**src/rtl/seven_seg_if.sv**
```systemverilog
// Register-side controls and pin-side outputs of the multiplexed 7-segment driver.
// The bus/register logic holds the master modport and the driver holds the slave modport.
interface seven_seg_if #(
    parameter int NUM_DIGITS = 4,
    parameter int BRIGHT_W   = 4
);
    logic [NUM_DIGITS*5-1:0] digit_data;
    logic [NUM_DIGITS-1:0]   digit_en;
    logic                    load;
    logic                    blank_lz;
    logic [BRIGHT_W-1:0]     brightness;
    logic [6:0]              seg;
    logic                    dp;
    logic [NUM_DIGITS-1:0]   anode;
    logic                    frame_start;
    logic                    upd_pending;

    modport master (
        output digit_data,
        output digit_en,
        output load,
        output blank_lz,
        output brightness,
        input  seg,
        input  dp,
        input  anode,
        input  frame_start,
        input  upd_pending
    );

    modport slave (
        input  digit_data,
        input  digit_en,
        input  load,
        input  blank_lz,
        input  brightness,
        output seg,
        output dp,
        output anode,
        output frame_start,
        output upd_pending
    );
endinterface

```
**src/rtl/seven_seg_mux.sv**
```systemverilog
// Multiplexed N-digit 7-segment driver: prescaled scan, per-digit PWM and enable,
// leading-zero suppression and a double buffer that only swaps at frame boundaries.
module seven_seg_mux #(
    parameter int NUM_DIGITS     = 4,
    parameter int CLK_DIV        = 1000,
    parameter int BRIGHT_W       = 4,
    parameter bit SEG_ACTIVE_LOW = 1'b1,
    parameter bit AN_ACTIVE_LOW  = 1'b1
) (
    input logic        clk,
    input logic        rst_n,
    seven_seg_if.slave bus
);
    localparam int PRESC_W = $clog2(CLK_DIV);
    localparam int IDX_W   = $clog2(NUM_DIGITS);
    localparam int DATA_W  = NUM_DIGITS * 5;

    localparam logic [PRESC_W-1:0]    PRESC_LAST = PRESC_W'(CLK_DIV - 1);
    localparam logic [IDX_W-1:0]      IDX_LAST   = IDX_W'(NUM_DIGITS - 1);
    localparam logic [6:0]            SEG_INV    = {7{SEG_ACTIVE_LOW}};
    localparam logic [NUM_DIGITS-1:0] AN_INV     = {NUM_DIGITS{AN_ACTIVE_LOW}};

    typedef struct packed {
        logic [DATA_W-1:0]     data;
        logic [NUM_DIGITS-1:0] en;
        logic                  lz;
    } disp_cfg_t;

    // Scan position
    logic [PRESC_W-1:0]  presc;
    logic [BRIGHT_W-1:0] phase;
    logic [IDX_W-1:0]    idx;
    logic [BRIGHT_W-1:0] bright_q;

    // Double-buffered display contents
    disp_cfg_t act;
    disp_cfg_t pend;
    disp_cfg_t in_cfg;
    logic      pending;

    logic                tick;
    logic                phase_wrap;
    logic                frame_end;
    logic                slot_first;
    logic [BRIGHT_W-1:0] eff_bright;

    logic [NUM_DIGITS-1:0] lz_blank;
    logic                  lz_run;
    logic [4:0]            cur;
    logic                  cur_en;
    logic                  cur_blank;
    logic [NUM_DIGITS-1:0] an_hit;
    logic                  an_on;
    logic [NUM_DIGITS-1:0] an_lit;
    logic [6:0]            seg_lit;
    logic                  dp_lit;

    // Returns the lit segments {g..a} as active-high; the table is kept in the
    // familiar active-low form and inverted once.
    function automatic logic [6:0] glyph(input logic [3:0] v);
        logic [6:0] al;
        case (v)
            4'h0: al = 7'b1000000;
            4'h1: al = 7'b1111001;
            4'h2: al = 7'b0100100;
            4'h3: al = 7'b0110000;
            4'h4: al = 7'b0011001;
            4'h5: al = 7'b0010010;
            4'h6: al = 7'b0000010;
            4'h7: al = 7'b1111000;
            4'h8: al = 7'b0000000;
            4'h9: al = 7'b0010000;
            4'hA: al = 7'b0001000;
            4'hB: al = 7'b0000011;
            4'hC: al = 7'b1000110;
            4'hD: al = 7'b0100001;
            4'hE: al = 7'b0000110;
            default: al = 7'b0001110;
        endcase
        return ~al;
    endfunction

    assign in_cfg     = {bus.digit_data, bus.digit_en, bus.blank_lz};
    assign tick       = (presc == PRESC_LAST);
    assign phase_wrap = tick && (phase == '1);
    assign frame_end  = phase_wrap && (idx == IDX_LAST);
    assign slot_first = (presc == '0) && (phase == '0);

    // The first cycle of a slot already uses the live brightness; the rest of the
    // slot uses the value captured on that cycle.
    assign eff_bright = slot_first ? bus.brightness : bright_q;

    assign bus.upd_pending = pending;

    always_comb begin
        // NOTE: every signal written here gets a default first, so no path can
        // leave it unassigned and infer a latch.
        lz_blank  = '0;
        lz_run    = act.lz;
        cur       = '0;
        cur_en    = 1'b0;
        cur_blank = 1'b0;
        an_hit    = '0;

        // Blanking propagates downward from the top digit while digits read as zero;
        // a disabled digit reads as zero. Digit 0 is never part of the chain.
        for (int k = NUM_DIGITS - 1; k >= 1; k--) begin
            lz_run      = lz_run && ((act.data[5*k +: 4] == 4'h0) || !act.en[k]);
            lz_blank[k] = lz_run;
        end

        for (int k = 0; k < NUM_DIGITS; k++) begin
            if (idx == IDX_W'(k)) begin
                cur       = act.data[5*k +: 5];
                cur_en    = act.en[k];
                cur_blank = lz_blank[k];
                an_hit[k] = 1'b1;
            end
        end

        an_on   = cur_en && (phase < eff_bright);
        an_lit  = an_on ? an_hit : '0;
        seg_lit = (an_on && !cur_blank) ? glyph(cur[3:0]) : 7'h00;
        dp_lit  = an_on && cur[4];
    end

    // NOTE: sequential state uses non-blocking assignments only, so every register
    // samples the pre-edge values regardless of statement order.
    always_ff @(posedge clk) begin
        if (!rst_n) begin
            presc           <= '0;
            phase           <= '0;
            idx             <= '0;
            bright_q        <= '0;
            // NOTE: the active/pending buffers are reset too, because a display
            // that lights stale garbage after reset is a visible fault.
            act             <= '0;
            pend            <= '0;
            pending         <= 1'b0;
            bus.seg         <= SEG_INV;
            bus.dp          <= SEG_ACTIVE_LOW;
            bus.anode       <= AN_INV;
            bus.frame_start <= 1'b0;
        end else begin
            presc <= tick ? '0 : presc + 1'b1;
            if (tick) begin
                phase <= phase + 1'b1;
            end
            if (phase_wrap) begin
                idx <= (idx == IDX_LAST) ? '0 : idx + 1'b1;
            end
            if (slot_first) begin
                bright_q <= bus.brightness;
            end

            // A load on the boundary cycle itself bypasses the pending buffer.
            if (frame_end) begin
                if (bus.load) begin
                    act <= in_cfg;
                end else if (pending) begin
                    act <= pend;
                end
                pending <= 1'b0;
            end else if (bus.load) begin
                pend    <= in_cfg;
                pending <= 1'b1;
            end

            bus.seg         <= seg_lit ^ SEG_INV;
            bus.dp          <= dp_lit ^ SEG_ACTIVE_LOW;
            bus.anode       <= an_lit ^ AN_INV;
            bus.frame_start <= slot_first && (idx == '0);
        end
    end
endmodule

```
**src/flat_wrapper.sv**
```systemverilog
// flat-port wrapper written by rule: the top's interface ports become plain ports
module seven_seg_mux_flat 
#(
    parameter int NUM_DIGITS     = 4,
    parameter int CLK_DIV        = 1000,
    parameter int BRIGHT_W       = 4,
    parameter bit SEG_ACTIVE_LOW = 1'b1,
    parameter bit AN_ACTIVE_LOW  = 1'b1
)
  (clk, rst_n, bus_digit_data, bus_digit_en, bus_load, bus_blank_lz, bus_brightness, bus_seg, bus_dp, bus_anode, bus_frame_start, bus_upd_pending);
  seven_seg_if #(.NUM_DIGITS(NUM_DIGITS), .BRIGHT_W(BRIGHT_W)) bus_i ();
  input logic clk;
  input logic rst_n;
  input wire logic [$bits(bus_i.digit_data)-1:0] bus_digit_data;
  input wire logic [$bits(bus_i.digit_en)-1:0] bus_digit_en;
  input wire logic [$bits(bus_i.load)-1:0] bus_load;
  input wire logic [$bits(bus_i.blank_lz)-1:0] bus_blank_lz;
  input wire logic [$bits(bus_i.brightness)-1:0] bus_brightness;
  output wire logic [$bits(bus_i.seg)-1:0] bus_seg;
  output wire logic [$bits(bus_i.dp)-1:0] bus_dp;
  output wire logic [$bits(bus_i.anode)-1:0] bus_anode;
  output wire logic [$bits(bus_i.frame_start)-1:0] bus_frame_start;
  output wire logic [$bits(bus_i.upd_pending)-1:0] bus_upd_pending;
  assign bus_i.digit_data = bus_digit_data;
  assign bus_i.digit_en = bus_digit_en;
  assign bus_i.load = bus_load;
  assign bus_i.blank_lz = bus_blank_lz;
  assign bus_i.brightness = bus_brightness;
  assign bus_seg = bus_i.seg;
  assign bus_dp = bus_i.dp;
  assign bus_anode = bus_i.anode;
  assign bus_frame_start = bus_i.frame_start;
  assign bus_upd_pending = bus_i.upd_pending;
  seven_seg_mux #(.NUM_DIGITS(NUM_DIGITS), .CLK_DIV(CLK_DIV), .BRIGHT_W(BRIGHT_W), .SEG_ACTIVE_LOW(SEG_ACTIVE_LOW), .AN_ACTIVE_LOW(AN_ACTIVE_LOW)) u_core (.clk(clk), .rst_n(rst_n), .bus(bus_i));
endmodule
```
**config.mk**
```make
export PLATFORM = sky130hd
export DESIGN_NAME = seven_seg_mux_flat
export DESIGN_NICKNAME = d
export VERILOG_FILES = /design/src/rtl/seven_seg_if.sv /design/src/rtl/seven_seg_mux.sv /design/src/flat_wrapper.sv
export SDC_FILE = /design/constraint.sdc
export NUM_CORES = 1
export LEC_CHECK = 0
export BUFFER_PORTS_ARGS = -buffer_cell sky130_fd_sc_hd__buf_2
export CELL_PAD_IN_SITES_DETAIL_PLACEMENT = 0
export CELL_PAD_IN_SITES_GLOBAL_PLACEMENT = 1
export CORE_MARGIN = 2
export CORE_UTILIZATION = 40
export CTS_CLUSTER_SIZE = 28
export DETAILED_ROUTE_END_ITERATION = 12
export PLACE_DENSITY = 0.8
export SYNTH_ARGS = -nofsm -noshare
export SYNTH_HDL_FRONTEND = slang
export SYNTH_SLANG_ARGS = --single-unit
```
**constraint.sdc**
```tcl
create_clock -name clk -period 2.2 [get_ports clk]
set_input_delay 0.11 -clock clk [delete_from_list [all_inputs] [get_ports clk]]
set_output_delay 0.11 -clock clk [all_outputs]
set_load 0.01 [all_outputs]
```
==> flow_results.org <==
** Outcome
- The run finished, with violations left.
- Violations in the final reports :: negative setup slack

** Finish
- The library cell used most frequently in the layout, excluding fill and tap cells, is sky130_fd_sc_hd__nand2_1.
- Cells with a size suffix above 1 make up 24.95% of the layout.
- The repair_antennas step left the layout with diodes totalling 0.
- The filler cells instantiated in the layout total 913.
- Most frequent cells in the layout :: sky130_fd_sc_hd__nand2_1, sky130_fd_sc_hd__dfxtp_1, sky130_fd_sc_hd__buf_2, sky130_fd_sc_hd__buf_4, sky130_fd_sc_hd__mux2i_1
- Area Overhead vs Synth :: 27.91%
- Final instance count without filler cells :: 670
- Final core occ :: 52.69%
- Total number of nets in the final design :: 581

** Worst setup path
- The worst setup path is of the flop to flop kind.
- Worst R2R Path Depth :: 10
- The endpoint identified for the worst register-to-register timing path is u_core.bus.seg[4].
- Library cell contributing the largest single delay on the critical path :: sky130_fd_sc_hd__dfxtp_2
- Largest fanout on the critical path :: 7
- Required time at the worst-slack endpoint :: 2440 ps
- At the worst endpoint, the arrival time is 2520 ps.
- The worst register-to-register path begins at u_core.phase[0].
- The largest single stage delay on the critical path is 330 ps.
- In this run the worst setup path begins at u_core.phase[0].
- Flop-to-flop setup slack :: -70 ps
- Critical path capture point :: u_core.bus.seg[4]
- Walking the worst path, the cells encountered are inv_2, ha_4, nor4b_4, nand3_2, mux2i_2, ha_1, a221oi_2, o31a_1, and2_4, o221ai_2.
- STA classifies the critical path endpoint as a flop.
- STA classifies the critical path startpoint as a flop.

** Floorplanning
- Overall die height :: 104.3 um
- Die span in x :: 104.3 um
- For this configuration, the core starts out at a cell density of 41.19%.
- After floorplanning, the core was sized to cover 9774 um2.
- The die covers 10880 um2.
- During I/O placement, the number of pins put on the boundary was 46.
- The initialized floorplan defines 36 standard-cell rows.

** Pwr
- VDD sags by at most 0.2659 mV.
- Post-layout power :: 2998 uW
- Summed over all cells, the static leakage comes to 0.002402 uW.
- Pwr/cell area :: 582.2 nW/um2

** GRT
- Number of antenna violations at the first check in global routing :: 0
- Largest net degree at the start of global routing :: 62
- First-pass GRT wire length :: 14700 um
- GRT Overall Usage :: 16.43%
- Number of global-route vias before repair :: 3197
- Remaining global-route overflow :: 0

** Route
- The detailed router placed 3296 vias in this run.
- Initial drt markers :: 165
- Summed over all layers, the routed wires come to 8432 um.
- Number of vias per cell :: 4.919
- Wirelength per Cell :: 12.59 um
- After detailed routing, the number of remaining DRC violations is 0.
- Antenna-violating nets left :: 0
- Number of iterations in the first detailed-routing pass :: 5

** STA
- Final hold violations :: 0
- Highest clock rate :: 440.2 MHz
- Final period util :: 103.3%
- Fin crit period :: 2272 ps
- Max-slew violation total from the final report :: 0
- Headroom to the max-slew limit came out at 61.59%.
- Worst Tran Pin Value :: 576.2 ps
- Smallest setup slack after layout :: -71.74 ps
- On the final layout, the worst clock skew is 17.79 ps.
- Setup violations remaining at the end of the flow were counted as 7.
- Setup repair after global routing missed its margin :: yes

** Clock tree
- Clk sink count :: 84
- The H-tree was split into 3 levels.
- No sink is reached through more buffers than the 2 on the longest clock path.
- The root buffer cell chosen for the clock tree is sky130_fd_sc_hd__clkbuf_8.
- Clock insertion delay at the later pin of the skew report :: 370 ps
- TritonCTS Buffers :: 9
- Clock transition at the registers of the reported paths :: 80 ps
- TritonCTS built the clock tree.

** Placement
- Routability congestion estimate :: 0.8092
- Post-DP HPWL :: 6015 um
- Buffers added on ports :: 45
- Placed Cells :: 624

** Synth
- For this run, the leading register cell type out of synthesis is sky130_fd_sc_hd__dfxtp_1.
- Syn Inst Count :: 438
- During synthesis, Yosys emitted a total of 0 warnings.
- FFs w/ async S/R, synth :: 0%
- Yosys mapped a number of flops with a built-in enable equal to 0.
- Syn Area/Cell :: 9.193 um2
- Synthesis produced a netlist with a net count of 487.
- Distinct cell type count of the synthesized netlist :: 51
- The mapped netlist covers 4026 um2.
- Sequential area share after synthesis :: 41.77%
- Register bit total from synthesis :: 84

** Min path
- The tightest min-delay check is of the input port to flop type.

** Job
- Number of maximum-capacitance constraint violations :: 0
through the flow:
| stage | hold slack [ps] | setup TNS, ps | setup WS (ps) | instance area, um2 |
|---|---|---|---|---|
| 2_1_floorplan | 244.8 | -743.8 | -130.6 | 4051 |
| 3_3_place_gp | 360.1 | -82.45 | -21.30 | 4614 |
| 3_5_place_dp | 365.2 | -508.1 | -91.44 | 4614 |
| 4_1_cts | 13.37 | -477.7 | -84.27 | 5115 |
| 5_1_grt | 51.15 | -2264 | -247.1 | 5150 |
| 6_report | 31.08 | -397.7 | -71.74 | 5150 |
per-layer routing:
layer	global-route usage, %	routed length (um)	up-vias
li1	-	-	1695
met1	21.22	4169	1537
met2	26.66	3856	54
met3	3.008	271	10
met4	7.336	135	0
met5	0	0	-
worst max-delay path: cells and delay by family, from the launching register on:
family / cells / cell delay [ps]
AND/OR/NAND/NOR: 3 / 570
buffers and inverters: 1 / 60
AO/OA/AOI/OAI: 3 / 550
flip-flops: 1 / 330
adder cells (fa/ha/maj): 2 / 410
multiplexers: 1 / 250
power breakdown:
group	leakage, uW	switching, uW	internal (uW)
logic	0.00162	132	159
registers	0.000685	17.8	1560
clock network	0.0000968	592	538
registers in the layout, indices dropped and copies added, names as in the netlist, 2 cells and up:
name              count
u_core.bright_q       4
u_core.pend          25
u_core.phase          4
u_core.idx            2
u_core.presc         10
u_core.act           25
u_core.bus.seg        7
u_core.bus.anode      4
cell type report:
cell class	count	area, um2	area share, %
Tap cell	133	166.4	3.231
Timing Repair Buffer	110	820.8	15.94
Clock inverter	7	80.08	1.555
Multi-Input combinational cell	313	2221	43.12
Clock buffer	9	123.9	2.405
Inverter	14	52.55	1.020
Sequential cell	84	1685	32.73
worst min-delay path by stage:
stage	start	endpoint	cells past startpoint
2_1_floorplan	bus_blank_lz	u_core.pend[0]	2
3_3_place_gp	bus_digit_data[7]	u_core.pend[12]	3
3_5_place_dp	bus_digit_data[7]	u_core.pend[12]	3
4_1_cts	rst_n	u_core.bus.frame_start	3
5_1_grt	rst_n	u_core.bus.frame_start	3
6_report	rst_n	u_core.bus.frame_start	3
cells by family after synthesis:
group / synth area share [%]
AOI/OAI and AO/OA: 17.74
xor gates and xnor gates: 2.393
adders and majority gates: 5.283
buffers and inverters: 4.506
DFF: 41.77
muxes: 8.515
and+or+nand+nor: 19.80
Yosys cell counts (3+ instances only):
| cell type | number | area, um2 |
|---|---|---|
| sky130_fd_sc_hd__nand2_1 | 100 | 375.4 |
| sky130_fd_sc_hd__dfxtp_1 | 84 | 1682 |
| sky130_fd_sc_hd__mux2i_1 | 32 | 320.3 |
| sky130_fd_sc_hd__a21boi_1 | 25 | 187.7 |
| sky130_fd_sc_hd__o211a_1 | 25 | 250.2 |
| sky130_fd_sc_hd__nor2_1 | 19 | 71.32 |
| sky130_fd_sc_hd__ha_1 | 17 | 212.7 |
| sky130_fd_sc_hd__buf_2 | 16 | 80.08 |
| sky130_fd_sc_hd__inv_1 | 14 | 52.55 |
| sky130_fd_sc_hd__clkbuf_1 | 10 | 37.54 |
| sky130_fd_sc_hd__a21oi_1 | 8 | 40.04 |
| sky130_fd_sc_hd__nand3_1 | 7 | 35.03 |
| sky130_fd_sc_hd__nand3b_1 | 6 | 45.04 |
| sky130_fd_sc_hd__nor2b_1 | 6 | 37.54 |
| sky130_fd_sc_hd__xnor2_1 | 6 | 52.55 |
| sky130_fd_sc_hd__and2_1 | 5 | 31.28 |
| sky130_fd_sc_hd__xor2_1 | 5 | 43.79 |
| sky130_fd_sc_hd__nand2b_1 | 4 | 25.02 |
| sky130_fd_sc_hd__o211ai_2 | 4 | 50.05 |
| sky130_fd_sc_hd__a22o_1 | 3 | 26.28 |
| sky130_fd_sc_hd__a31oi_1 | 3 | 18.77 |
| sky130_fd_sc_hd__o211ai_1 | 3 | 22.52 |
timing repair:
item,in CTS,in global routing
buffers inserted,4,1
resized for setup,4,10
setup endpoints to repair,8,21
pin swaps,3,5
hold buffers,25,0
hold endpoints to repair,25,0
No activity file was read; power rests on OpenSTA's default activity.
